--- src/rtl/tbec_scrub_ctrl.sv ---
// ---------------------------------------------------------------------------
// tbec_scrub_ctrl
//   Sequencer in front of one tbec_full ECC memory. A single host port and a
//   background scrubber share the memory. The scrubber walks every word,
//   writes corrected data back when a single error is reported, and keeps
//   saturating counts of corrected and uncorrectable events.
//
// Optional feature macro: TBEC_HOST_CORRECT_EN
//   Defined   : a host read that sees mem_err=01 also writes the corrected
//               word back (extra H_WB state, ack one cycle later, corr_cnt+1).
//   Undefined : host reads never write; corr_cnt counts scrub events only.
//
// Host handshake: i_host_req is raised with we/addr/wdata stable and held
//   until o_host_ack (a one-cycle pulse). The request is accepted in an IDLE
//   cycle; the host drops req in the cycle after ack, and a req still high
//   in that cycle is a new request.
//
// Ports:
//   i_clk, i_rst          clock, synchronous active-high reset
//   i_host_req/we/addr/wdata  host request (sampled at accept)
//   o_host_ack            one-cycle completion pulse
//   o_host_rdata/err      read data and error code, held until next ack
//   i_scrub_en            enables the background scrubber
//   o_mem_addr/wdata/we   to tbec_full (tbec_addr, data_in, mem_we)
//   i_mem_rdata/err       from tbec_full (data_out, out_error_code)
//   o_corr_cnt/uncorr_cnt saturating event counters
//   o_scrub_ptr           next address to scrub
//   o_pass_done           pulse in the cycle after scrub_ptr wraps to 0
//   o_state               current FSM state (debug)
// ---------------------------------------------------------------------------
module tbec_scrub_ctrl #(
  parameter int DEPTH          = 8,
  parameter int ADDR_W         = 3,
  parameter int SCRUB_INTERVAL = 16,
  parameter int CNT_W          = 16
) (
  input  logic              i_clk,
  input  logic              i_rst,
  input  logic              i_host_req,
  input  logic              i_host_we,
  input  logic [ADDR_W-1:0] i_host_addr,
  input  logic [15:0]       i_host_wdata,
  output logic              o_host_ack,
  output logic [15:0]       o_host_rdata,
  output logic [1:0]        o_host_err,
  input  logic              i_scrub_en,
  output logic [7:0]        o_mem_addr,
  output logic [15:0]       o_mem_wdata,
  output logic              o_mem_we,
  input  logic [15:0]       i_mem_rdata,
  input  logic [1:0]        i_mem_err,
  output logic [CNT_W-1:0]  o_corr_cnt,
  output logic [CNT_W-1:0]  o_uncorr_cnt,
  output logic [ADDR_W-1:0] o_scrub_ptr,
  output logic              o_pass_done,
  output logic [2:0]        o_state
);

  localparam int INT_W = (SCRUB_INTERVAL > 1) ? $clog2(SCRUB_INTERVAL) : 1;
  localparam logic [INT_W-1:0]  INT_MAX  = INT_W'(SCRUB_INTERVAL - 1);
  localparam logic [ADDR_W-1:0] PTR_LAST = ADDR_W'(DEPTH - 1);
  localparam logic [CNT_W-1:0]  CNT_MAX  = '1;

  typedef enum logic [2:0] {
    ST_IDLE   = 3'd0,
    ST_H_ACC  = 3'd1,
    ST_H_RESP = 3'd2,
    ST_S_RD   = 3'd3,
    ST_S_WB   = 3'd4,
    ST_H_WB   = 3'd5
  } state_t;

  state_t              r_state;
  state_t              w_next;
  logic                r_we;
  logic [ADDR_W-1:0]   r_addr;
  logic [15:0]         r_wdata;
  logic [15:0]         r_host_rdata;
  logic [1:0]          r_host_err;
  logic [15:0]         r_scrub_data;
  logic [INT_W-1:0]    r_int_cnt;
  logic [ADDR_W-1:0]   r_ptr;
  logic [CNT_W-1:0]    r_corr;
  logic [CNT_W-1:0]    r_uncorr;
  logic                r_pass_done;

  logic [7:0]          w_mem_addr;
  logic [15:0]         w_mem_wdata;
  logic                w_mem_we;
  logic                w_ack;
  logic                w_adv;

  // State register
  always_ff @(posedge i_clk) begin
    if (i_rst) r_state <= ST_IDLE;
    else       r_state <= w_next;
  end

  // Next-state logic; host wins over the scrubber in IDLE
  always_comb begin
    w_next = r_state;
    unique case (r_state)
      ST_IDLE: begin
        if (i_host_req)                              w_next = ST_H_ACC;
        else if (r_int_cnt == INT_MAX && i_scrub_en) w_next = ST_S_RD;
      end
`ifdef TBEC_HOST_CORRECT_EN
      ST_H_ACC:  w_next = (!r_we && i_mem_err == 2'b01) ? ST_H_WB : ST_H_RESP;
`else
      ST_H_ACC:  w_next = ST_H_RESP;
`endif
      ST_H_WB:   w_next = ST_H_RESP;
      ST_H_RESP: w_next = ST_IDLE;
      ST_S_RD:   w_next = (i_mem_err == 2'b01) ? ST_S_WB : ST_IDLE;
      ST_S_WB:   w_next = ST_IDLE;
      default:   w_next = ST_IDLE;
    endcase
  end

  // Output decode from state and holding registers only
  always_comb begin
    w_mem_addr  = 8'd0;
    w_mem_wdata = 16'd0;
    w_mem_we    = 1'b0;
    w_ack       = 1'b0;
    unique case (r_state)
      ST_H_ACC: begin
        w_mem_addr  = 8'(r_addr);
        w_mem_wdata = r_wdata;
        w_mem_we    = r_we;
      end
      ST_H_WB: begin
        w_mem_addr  = 8'(r_addr);
        w_mem_wdata = r_host_rdata;
        w_mem_we    = 1'b1;
      end
      ST_H_RESP: w_ack = 1'b1;
      ST_S_RD:   w_mem_addr = 8'(r_ptr);
      ST_S_WB: begin
        w_mem_addr  = 8'(r_ptr);
        w_mem_wdata = r_scrub_data;
        w_mem_we    = 1'b1;
      end
      default: ;
    endcase
  end

  // The pointer moves when a scrub step finishes (clean/uncorrectable read
  // or after the write-back).
  assign w_adv = (r_state == ST_S_RD && i_mem_err != 2'b01) || (r_state == ST_S_WB);

  // Datapath registers
  always_ff @(posedge i_clk) begin
    if (i_rst) begin
      r_we         <= 1'b0;
      r_addr       <= '0;
      r_wdata      <= '0;
      r_host_rdata <= '0;
      r_host_err   <= '0;
      r_scrub_data <= '0;
      r_int_cnt    <= '0;
      r_ptr        <= '0;
      r_corr       <= '0;
      r_uncorr     <= '0;
      r_pass_done  <= 1'b0;
    end else begin
      r_pass_done <= 1'b0;
      unique case (r_state)
        ST_IDLE: begin
          if (i_host_req) begin
            r_we    <= i_host_we;
            r_addr  <= i_host_addr;
            r_wdata <= i_host_wdata;
          end else if (r_int_cnt == INT_MAX) begin
            // Saturates while scrubbing is disabled so a step starts as
            // soon as it is re-enabled.
            if (i_scrub_en) r_int_cnt <= '0;
          end else begin
            r_int_cnt <= r_int_cnt + INT_W'(1);
          end
        end
        ST_H_ACC: begin
          if (!r_we) begin
            r_host_rdata <= i_mem_rdata;
            r_host_err   <= i_mem_err;
          end else begin
            r_host_err   <= 2'b00;
          end
        end
        ST_H_WB: begin
          if (r_corr != CNT_MAX) r_corr <= r_corr + CNT_W'(1);
        end
        ST_S_RD: begin
          r_scrub_data <= i_mem_rdata;
          if (i_mem_err == 2'b01) begin
            if (r_corr != CNT_MAX) r_corr <= r_corr + CNT_W'(1);
          end else if (i_mem_err[1]) begin
            if (r_uncorr != CNT_MAX) r_uncorr <= r_uncorr + CNT_W'(1);
          end
        end
        default: ;
      endcase
      if (w_adv) begin
        r_ptr       <= (r_ptr == PTR_LAST) ? '0 : r_ptr + ADDR_W'(1);
        r_pass_done <= (r_ptr == PTR_LAST);
      end
    end
  end

  // Reset aborts an in-flight access: no write strobe, no ack.
  assign o_mem_we     = w_mem_we & ~i_rst;
  assign o_host_ack   = w_ack & ~i_rst;
  assign o_mem_addr   = w_mem_addr;
  assign o_mem_wdata  = w_mem_wdata;
  assign o_host_rdata = r_host_rdata;
  assign o_host_err   = r_host_err;
  assign o_corr_cnt   = r_corr;
  assign o_uncorr_cnt = r_uncorr;
  assign o_scrub_ptr  = r_ptr;
  assign o_pass_done  = r_pass_done;
  assign o_state      = r_state;

endmodule

--- config.mk ---
export PLATFORM = sky130hd
export DESIGN_NAME = tbec_scrub_ctrl
export DESIGN_NICKNAME = d
export VERILOG_FILES = /design/src/rtl/tbec_scrub_ctrl.sv
export SDC_FILE = /design/constraint.sdc
export NUM_CORES = 1
export LEC_CHECK = 0
export ABC_AREA = 1
export BUFFER_PORTS_ARGS = -buffer_cell sky130_fd_sc_hd__buf_2
export CORE_UTILIZATION = 45
export DETAILED_ROUTE_END_ITERATION = 12
export PLACE_DENSITY = 0.75
export SLEW_MARGIN = 30
export SYNTH_ARGS = -nofsm -noshare
export SYNTH_HDL_FRONTEND = slang
export SYNTH_SLANG_ARGS = --single-unit
--- constraint.sdc ---
create_clock -name i_clk -period 2.1 [get_ports i_clk]
set_input_delay 0.105 -clock i_clk [delete_from_list [all_inputs] [get_ports i_clk]]
set_output_delay 0.105 -clock i_clk [all_outputs]
set_load 0.05 [all_outputs]
==> results of run 1 <==
==> repair_timing <==
item,4_1_cts,5_1_grt
setup buffers,0,2
setup endpoints to repair,16,16
pin swaps,0,1
hold buffers,17,0
hold endpoints to repair,24,0
gates resized for setup,7,2
==> final cells by class <==
type                    count  area share, %
clock buffers              11          2.640
clock inverters             5         0.7789
inverters                  67          4.500
multi-input cells         501          40.59
flip-flops and latches     97          33.69
well taps                 133          2.878
repair buffers            146          14.93
==> placed cells by master (no fill, tap or decap), types with 2 or more instances in the layout <==
cell / n
nor2_2: 4
o211ai_1: 16
clkbuf_8: 9
buf_2: 115
nand3_1: 25
a21oi_1: 33
inv_6: 2
buf_4: 13
inv_1: 61
inv_2: 3
xor2_1: 6
nor3_1: 6
clkinv_4: 2
nor2_1: 153
clkinvlp_4: 2
conb_1: 5
dfxtp_2: 2
nand2_2: 9
ha_1: 5
nand2_1: 144
o21ai_0: 67
xnor2_1: 4
dfxtp_1: 94
dlygate4sd3_1: 17
nand3b_1: 2
a21oi_2: 7
nand4_1: 9
==> stage by stage <==
stage / setup TNS (ns) / util, %
6_report: 0 / 58.36
5_1_grt: 0 / 58.36
4_1_cts: -0.01144 / 58.03
3_5_place_dp: 0 / 54.12
3_3_place_gp: 0 / 54.12
2_1_floorplan: 0 / -
==> state kept, by name (all words and copies together) (netlist names) <==
signal	count
o_host_rdata	16
o_corr_cnt	16
r_addr	3
o_state	3
o_pass_done	1
r_scrub_data	16
o_uncorr_cnt	16
o_host_err	2
o_scrub_ptr	3
r_we	1
r_wdata	16
r_int_cnt	4
==> Yosys cell counts <==
cell type	instances
buf_6	3
nand3_2	1
nand4_1	9
nand2_2	9
o22ai_1	1
nand3_1	25
nor2_2	4
clkbuf_1	21
nand3b_1	2
inv_2	1
ha_1	5
xnor2_1	4
o21a_4	1
buf_4	8
dfxtp_1	97
nand2_1	144
conb_1	1
nor2_1	154
clkinv_1	2
o21ai_0	67
o211ai_1	16
nor3_1	7
a21oi_1	33
a21oi_2	7
a2111oi_0	1
inv_1	64
buf_2	1
xor2_1	6
==> cells by family after synthesis <==
| kind of cell | count (synthesis) | share of synthesized area, % |
|---|---|---|
| AO/OA/AOI/OAI | 126 | 15.22 |
| XOR/XNOR | 10 | 1.872 |
| adder cells (fa/ha/maj) | 5 | 1.337 |
| buffers and inverters | 100 | 9.174 |
| flip-flops | 97 | 41.51 |
| other | 1 | 0.08016 |
| AND/OR/NAND/NOR | 355 | 30.81 |
==> worst max-delay path, stage by stage (launching register included) <==
cell and delay, ns:
dfxtp_4 0.37, inv_1 0.05, nor2_1 0.17, inv_2 0.11
nor2_4 0.13, clkinv_4 0.15, o211ai_1 0.28, buf_4 0.25
==> power by group through the flow <==
stage          clock, mW  sequential, mW  combinational (mW)
2_1_floorplan          0            2.26               0.410
3_3_place_gp           0            2.07               0.783
3_5_place_dp           0            2.08               0.800
4_1_cts             1.25            2.04               0.831
5_1_grt             1.34            2.05               0.906
6_report            1.21            2.04               0.834
==> path summary, 6_finish.rpt <==
| check | start | to | depth (start not counted) |
|---|---|---|---|
| hold / removal | i_host_wdata[10] | r_wdata[10] | 3 |
| hold reg to reg | r_addr[1] | r_addr[1] | 2 |
| setup / recovery | o_state[0] | o_mem_wdata[11] | 7 |
| setup reg to reg | o_corr_cnt[0] | o_corr_cnt[3] | 7 |
==> routing by layer <==
layer  share of wire (%)  vias to the layer above  GRT usage, %  routed length (um)
met3                 5.1                       17         3.697                 656
met5                   0                        -             0                   0
met1                  44                     2218         28.95                5636
met2                  49                      159         42.19                6264
li1                    -                     2455             -                   -
met4                 1.7                        0         10.41                 211
==> results.md, run 1 <==
- The final net count is roughly 870.
- The detail route stage leaves a number of antenna-violating nets equal to 0.
- Measured along the y axis, the die boundary spans 104.0 um.
- Of the total power, the clock network draws 29.6%.
- Clock-pin slew was measured on the worst setup and hold paths at around 0.10 ns.
- The wire length of the first global-routing pass is 21240 um.
- Counting the buffers created by CTS gives 9.
- The detailed-route via count is 4849.
- Setup repair after global routing left no endpoint under its margin.
- The worst path in the final design needs a cycle of roughly 2 ns, including I/O delays and setup.
- The layout-stage area growth over the synthesis result is 23.62%.
- The post-placement worst setup slack is 0.2002 ns.
- In the routed layout, each cell is associated on average with a via count of 5.051.
- At the end of routability-driven placement, the weighted congestion stood at 0.8780.
- The total global routing track utilization is 24.01%.
- For this run, the register share of the synthesized area comes to 41.51%.
- Entering global routing, the biggest net connects slightly below 50 pins.
- The number of cells after detailed placement is 925.
- After the flow finishes, the layout carries non-filler instances totaling 960.
- The synthesized netlist cell count is 694.
- After layout, the worst setup slack is 0.1039 ns.
- The number of fillers in the final layout is between 900 and 1000.
- The number of input and output port buffers inserted is 119.
- The area of all placed cells without fillers is 0.005783 mm^2.
- The minimum setup slack among reg-to-reg paths is between 0.2 and 0.3 ns.
- Cells with a size suffix above 1 make up 21.52% of the layout.
- The average wire length per cell after detail routing is between 10 and 15 um.
- In this run the power density over the cells is 705.7 mW/mm^2.
- For this configuration, the core starts out at a cell density of 47.21%.
- The worst setup path is launched from a register.
- The tightest hold margin is 0.01114 ns.
- The completed layout was analyzed and its total power is 4.081 mW.
- The width of the die is slightly above 100 um.
- Based on the critical path, the design can be clocked at up to 0.5010 GHz.
- The core region is 0.009910 mm^2.
- The synthesized netlist occupies a cell area of 0.004678 mm^2.
- The highest ir drop seen on vdd is 392.8 uV.
- The sum of overflow across all layers after global routing is 0.
- Sorting the synthesized cells by area gives the leading types as dfxtp_1 (42%), nor2_1 (12%), nand2_1 (12%).
- The final critical path takes up between 90% and 100% of the cycle.
- In this run the tightest slew margin relative to its limit is 62.22%.
- The type of element capturing the critical path is a primary output.
- The detailed router finished its first iteration with 212 violations.
- The die covers 0.01081 mm^2.
- Summed over all cells, the static leakage comes to 2.610 nW.
- The share of the synthesized area in the top cell type is 41.51%.
- The switching fraction of total power is 33.61%.
- The placed instances occupy a cell area of 0.005363 mm^2.
- The number of global-route vias before repair is 4624.
- The TritonCTS clock tree is built.
- The area of the multi-input gates is 0.002347 mm^2.
- The peak fanout along the critical path is 17.
- The Yosys step of the flow raised 0 warnings.
- The worst endpoint required time is about 2.0 ns.
- Registers are responsible for 49.9% of the overall power.
- Summed over all nets, the switching power comes to 1.371 mW.
- The final layout contains routed wiring with a total length of 12770 um.
- The type of the tightest min-delay check is primary input to register.
- The total number of H-tree levels is 3.
- CTS saw 97 sinks.
- The data arrival time of the worst path is 1.89 ns.
- Across the routed clock network, the largest skew measured is 0.008097 ns.
- The HPWL after detailed placement is about 9000 um.
- A synthesized cell averages 6.741 um^2.
- Combinational logic burns between 20% and 30% of the power.
- For this run, design rule violations remaining after detail routing come to 0.
- The number of core rows is 36.
- The later-pin clock latency in the skew report is 0.37 ns.
- The largest area contributor in the netlist is dfxtp_1.
- No sink is reached through more buffers than the 2 on the longest clock path.
- In this run, distinct cell masters in the synthesized netlist total 28.
- The tree is rooted in a clkbuf_8.
- The run finished with clean final reports.
- The final hold violation count came to 0.
- The initial antenna violation count is 0.
- Max-cap violations in this run came to 0.
- The max-slew violation count is 0.
- The flop and latch count out of synthesis is 97.
- Internal power comes to ~2.7 mW.
- Setup violations remaining at the end of the flow were counted as 0.
- For the pin with the worst max-slew slack, the measured transition is around 0.56 ns.
- The first detailed-routing pass ran for 5 iterations.
- The number of top-level pins is 125.
- Summing all flip-flop and latch instances after layout gives a little under 0.002 mm^2.
- The repair_antennas step left the layout with diodes totalling 0.
- By startpoint and endpoint, the worst setup path is classified as register to primary output.
Power figures use the tool's default switching activity.
==> run 2: changes to the inputs <==
--- a/config.mk
+++ b/config.mk
@@ -10,2 +10,3 @@
 export CORE_UTILIZATION = 45
+export CTS_CLUSTER_SIZE = 25
 export DETAILED_ROUTE_END_ITERATION = 12
==> constraint.sdc (replaced) <==
create_clock -name i_clk -period 2.1 [get_ports i_clk]
set_input_delay 0.21 -clock i_clk [delete_from_list [all_inputs] [get_ports i_clk]]
set_output_delay 0.21 -clock i_clk [all_outputs]
set_load 0.05 [all_outputs]
==> run 2 against run 1 <==
  * Register-to-register slack better by 0.04 ns
  * Cell area shrank 1.3%
  * Largest power group unchanged
  * Critical endpoint is now o_mem_wdata[14]
  * Critical path type unchanged
  * Combinational power increased by 2%
  * Global-route usage shrank 0.38 points
==> results.md, run 2 (synthesis results as in run 1) <==
- At the end of routability-driven placement, the weighted congestion stood at 0.9398.
- In this run the remaining antenna-violating nets after routing total 0.
- The type of the setup path with the least slack is register to primary output.
- The critical path starts at o_state[0].
- The number of sinks on the clock net is between 90 and 100.
- The TritonCTS clock tree is built.
- The post-detailed-route via-to-cell ratio is 5.072.
- The transition at the pin with the smallest max-transition slack is 0.5927 ns.
- The later-pin clock latency in the skew report is 0.37 ns.
- The floorplan has 36 rows.
- In this run the tightest slew margin relative to its limit is roughly three fifths.
- The HPWL after detailed placement is about 9100 um.
- Global routing finished with a remaining overflow of 0.
- In the final layout, the multi-input gates occupy 0.002355 mm^2.
- Cells fill 57.58% of the core in the end.
- The proportion of layout cells with a drive suffix above 1 is around 23%.
- The CTS buffer count is 9.
- During I/O placement, the number of pins put on the boundary was around 130.
- The run finished with clean final reports.
- The clock arrives with around 0.010 ns of skew.
- In this run, the number of DRC markers left after iteration 0 of detailed routing was 209.
- In the routed design, unresolved DRC markers number 0.
- The kind of start point of the critical path is a register.
- Across the run, the number of max-cap violations was 0.
- Entering global routing, the biggest net connects 39 pins.
- Leaving out fill and tap cells, the most frequent cell in the layout is nor2_1.
- The layout-stage area growth over the synthesis result is 21.96%.
- The detailed-route via count is about 4800.
- The slowest stage of the critical path belongs to the cell dfxtp_4.
- The worst flop-to-flop path startpoint is o_uncorr_cnt[1].
- Setup repair after global routing could not meet its margin everywhere.
- Excluding fillers, the count of instances in the completed layout stands at 952.
- VDD sags by at most 435.3 uV.
- The initial antenna violation count is 0.
- The power density of the placed cells is 721.5 mW/mm^2.
- Data on the critical path is required at its endpoint by 1.89 ns.
- The max-slew violation count is 0.
- The clock tree root driver cell is clkbuf_8.
- The final hold violation count was 0.
- The area inside the core boundary is 0.009910 mm^2.
- After clock tree synthesis, the clock-pin slew on the worst setup and hold paths is ~0.10 ns.
- The initial core utilization is 47.21%.
- In this run the worst path has a maximum fanout of 5.
- The tightest hold margin is roughly 0.07 ns.
- The type of the tightest min-delay check is primary input to register.
- The leakage power of the design is 2.567 nW.
- The final net count is 861.
- Walking the worst path, the cells encountered are inv_2 > nor2_4 > inv_2 > nor2_4 > clkinv_4 > o211ai_1 > buf_4.
- The number of fillers in the final layout is 943.
- The final period utilization is between 90% and 100%.
- The first detailed-routing pass took 5 iterations.
- The hold buffer count at CTS is 0.
- Measured along the y axis, the die boundary spans 104.0 um.
- The largest stage delay on the critical path is between 0.3 and 0.4 ns.
- The register area is 0.001948 mm^2.
- Input and output buffers added on the ports amount to approximately 120.
- The shortest period the worst path allows is 2.059 ns.
- The width of the die is 104.0 um.
- The number of global-route vias before repair came to 4390.
- The number of antenna diodes in the final layout is 0.
- In the final routed layout, each cell accounts on average for 13.22 um.
- The wire length of the first global-routing pass is around 21000 um.
- Setup violations remaining at the end of the flow were counted as 0.
- The die covers ~0.011 mm^2.
- The total chip power is between 4 and 5 mW.
- The top cell types in the final layout, fill and taps aside, are nor2_1 (152), nand2_1 (144), buf_2 (103).
- The type of element capturing the critical path is a primary output.
- The minimum setup slack among reg-to-reg paths is about 0.31 ns.
- For this run, the top clock speed supported by timing is 0.4857 GHz.
- The number of cells after detailed placement is 929.
- The buffer levels on the longest clock path is 2.
- The wire length reported by the detailed router is 12580 um.
- The total number of H-tree levels is 3.
- The data arrival time of the worst path is 1.85 ns.
- Global routing consumed, over all layers together, 23.63% of the routing resources.
- The hold path startpoint is i_mem_rdata[1].
-- run 2: per-stage QoR --
| step | setup WS, ns | instance area (um^2) | TNS [ns] |
|---|---|---|---|
| after floorplan | 0.006738 | 4728 | 0 |
| after global placement | 0.3744 | 5398 | 0 |
| after detailed placement | 0.2996 | 5398 | 0 |
| after CTS | 0.003169 | 5604 | 0 |
| after global routing | -0.009681 | 5705 | -0.02339 |
| final | 0.04129 | 5705 | 0 |
-- run 2: cell type report --
type | instances | share of cell area (%)
clock buffer | 10 | 2.237
clock inverter | 6 | 1.206
inverter | 67 | 4.561
multi-input combinational | 501 | 41.27
sequential | 97 | 34.14
tap | 133 | 2.917
timing repair buffer | 136 | 13.44
timing repair inverter | 2 | 0.2193
-- run 2: worst paths after layout --
kind                      to  depth (start not counted)
min reg2reg    o_host_err[0]                          2
max reg2reg  o_uncorr_cnt[0]                         10
max          o_mem_wdata[14]                          7
min          r_scrub_data[1]                          3
-- run 2: repair_timing --
item | 4_1_cts | 5_1_grt
pin swaps | 0 | 3
endpoints found under the setup margin | 16 | 19
cloned | 0 | 2
setup buffers | 0 | 5
resized for setup | 3 | 26
-- run 2: worst max-delay path, delay by kind of cell, from the launching register on --
kind            cells  cell delay [ns]
simple gates        2             0.37
flops               1             0.37
buf+inv             4             0.49
compound gates      1             0.25
-- run 2: layer usage --
metal | up-vias | GRT usage [%] | part of all wire (%)
met5 | - | 0 | 0
met2 | 158 | 39.95 | 48
li1 | 2443 | - | -
met3 | 17 | 4.637 | 6.0
met4 | 0 | 7.755 | 1.6
met1 | 2211 | 30.15 | 44
-- run 2: where the power goes --
| part | switching [mW] | internal (mW) |
|---|---|---|
| Clock | 0.673 | 0.555 |
| Sequential | 0.0763 | 1.96 |
| Combinational | 0.624 | 0.224 |
| Total | 1.37 | 2.74 |
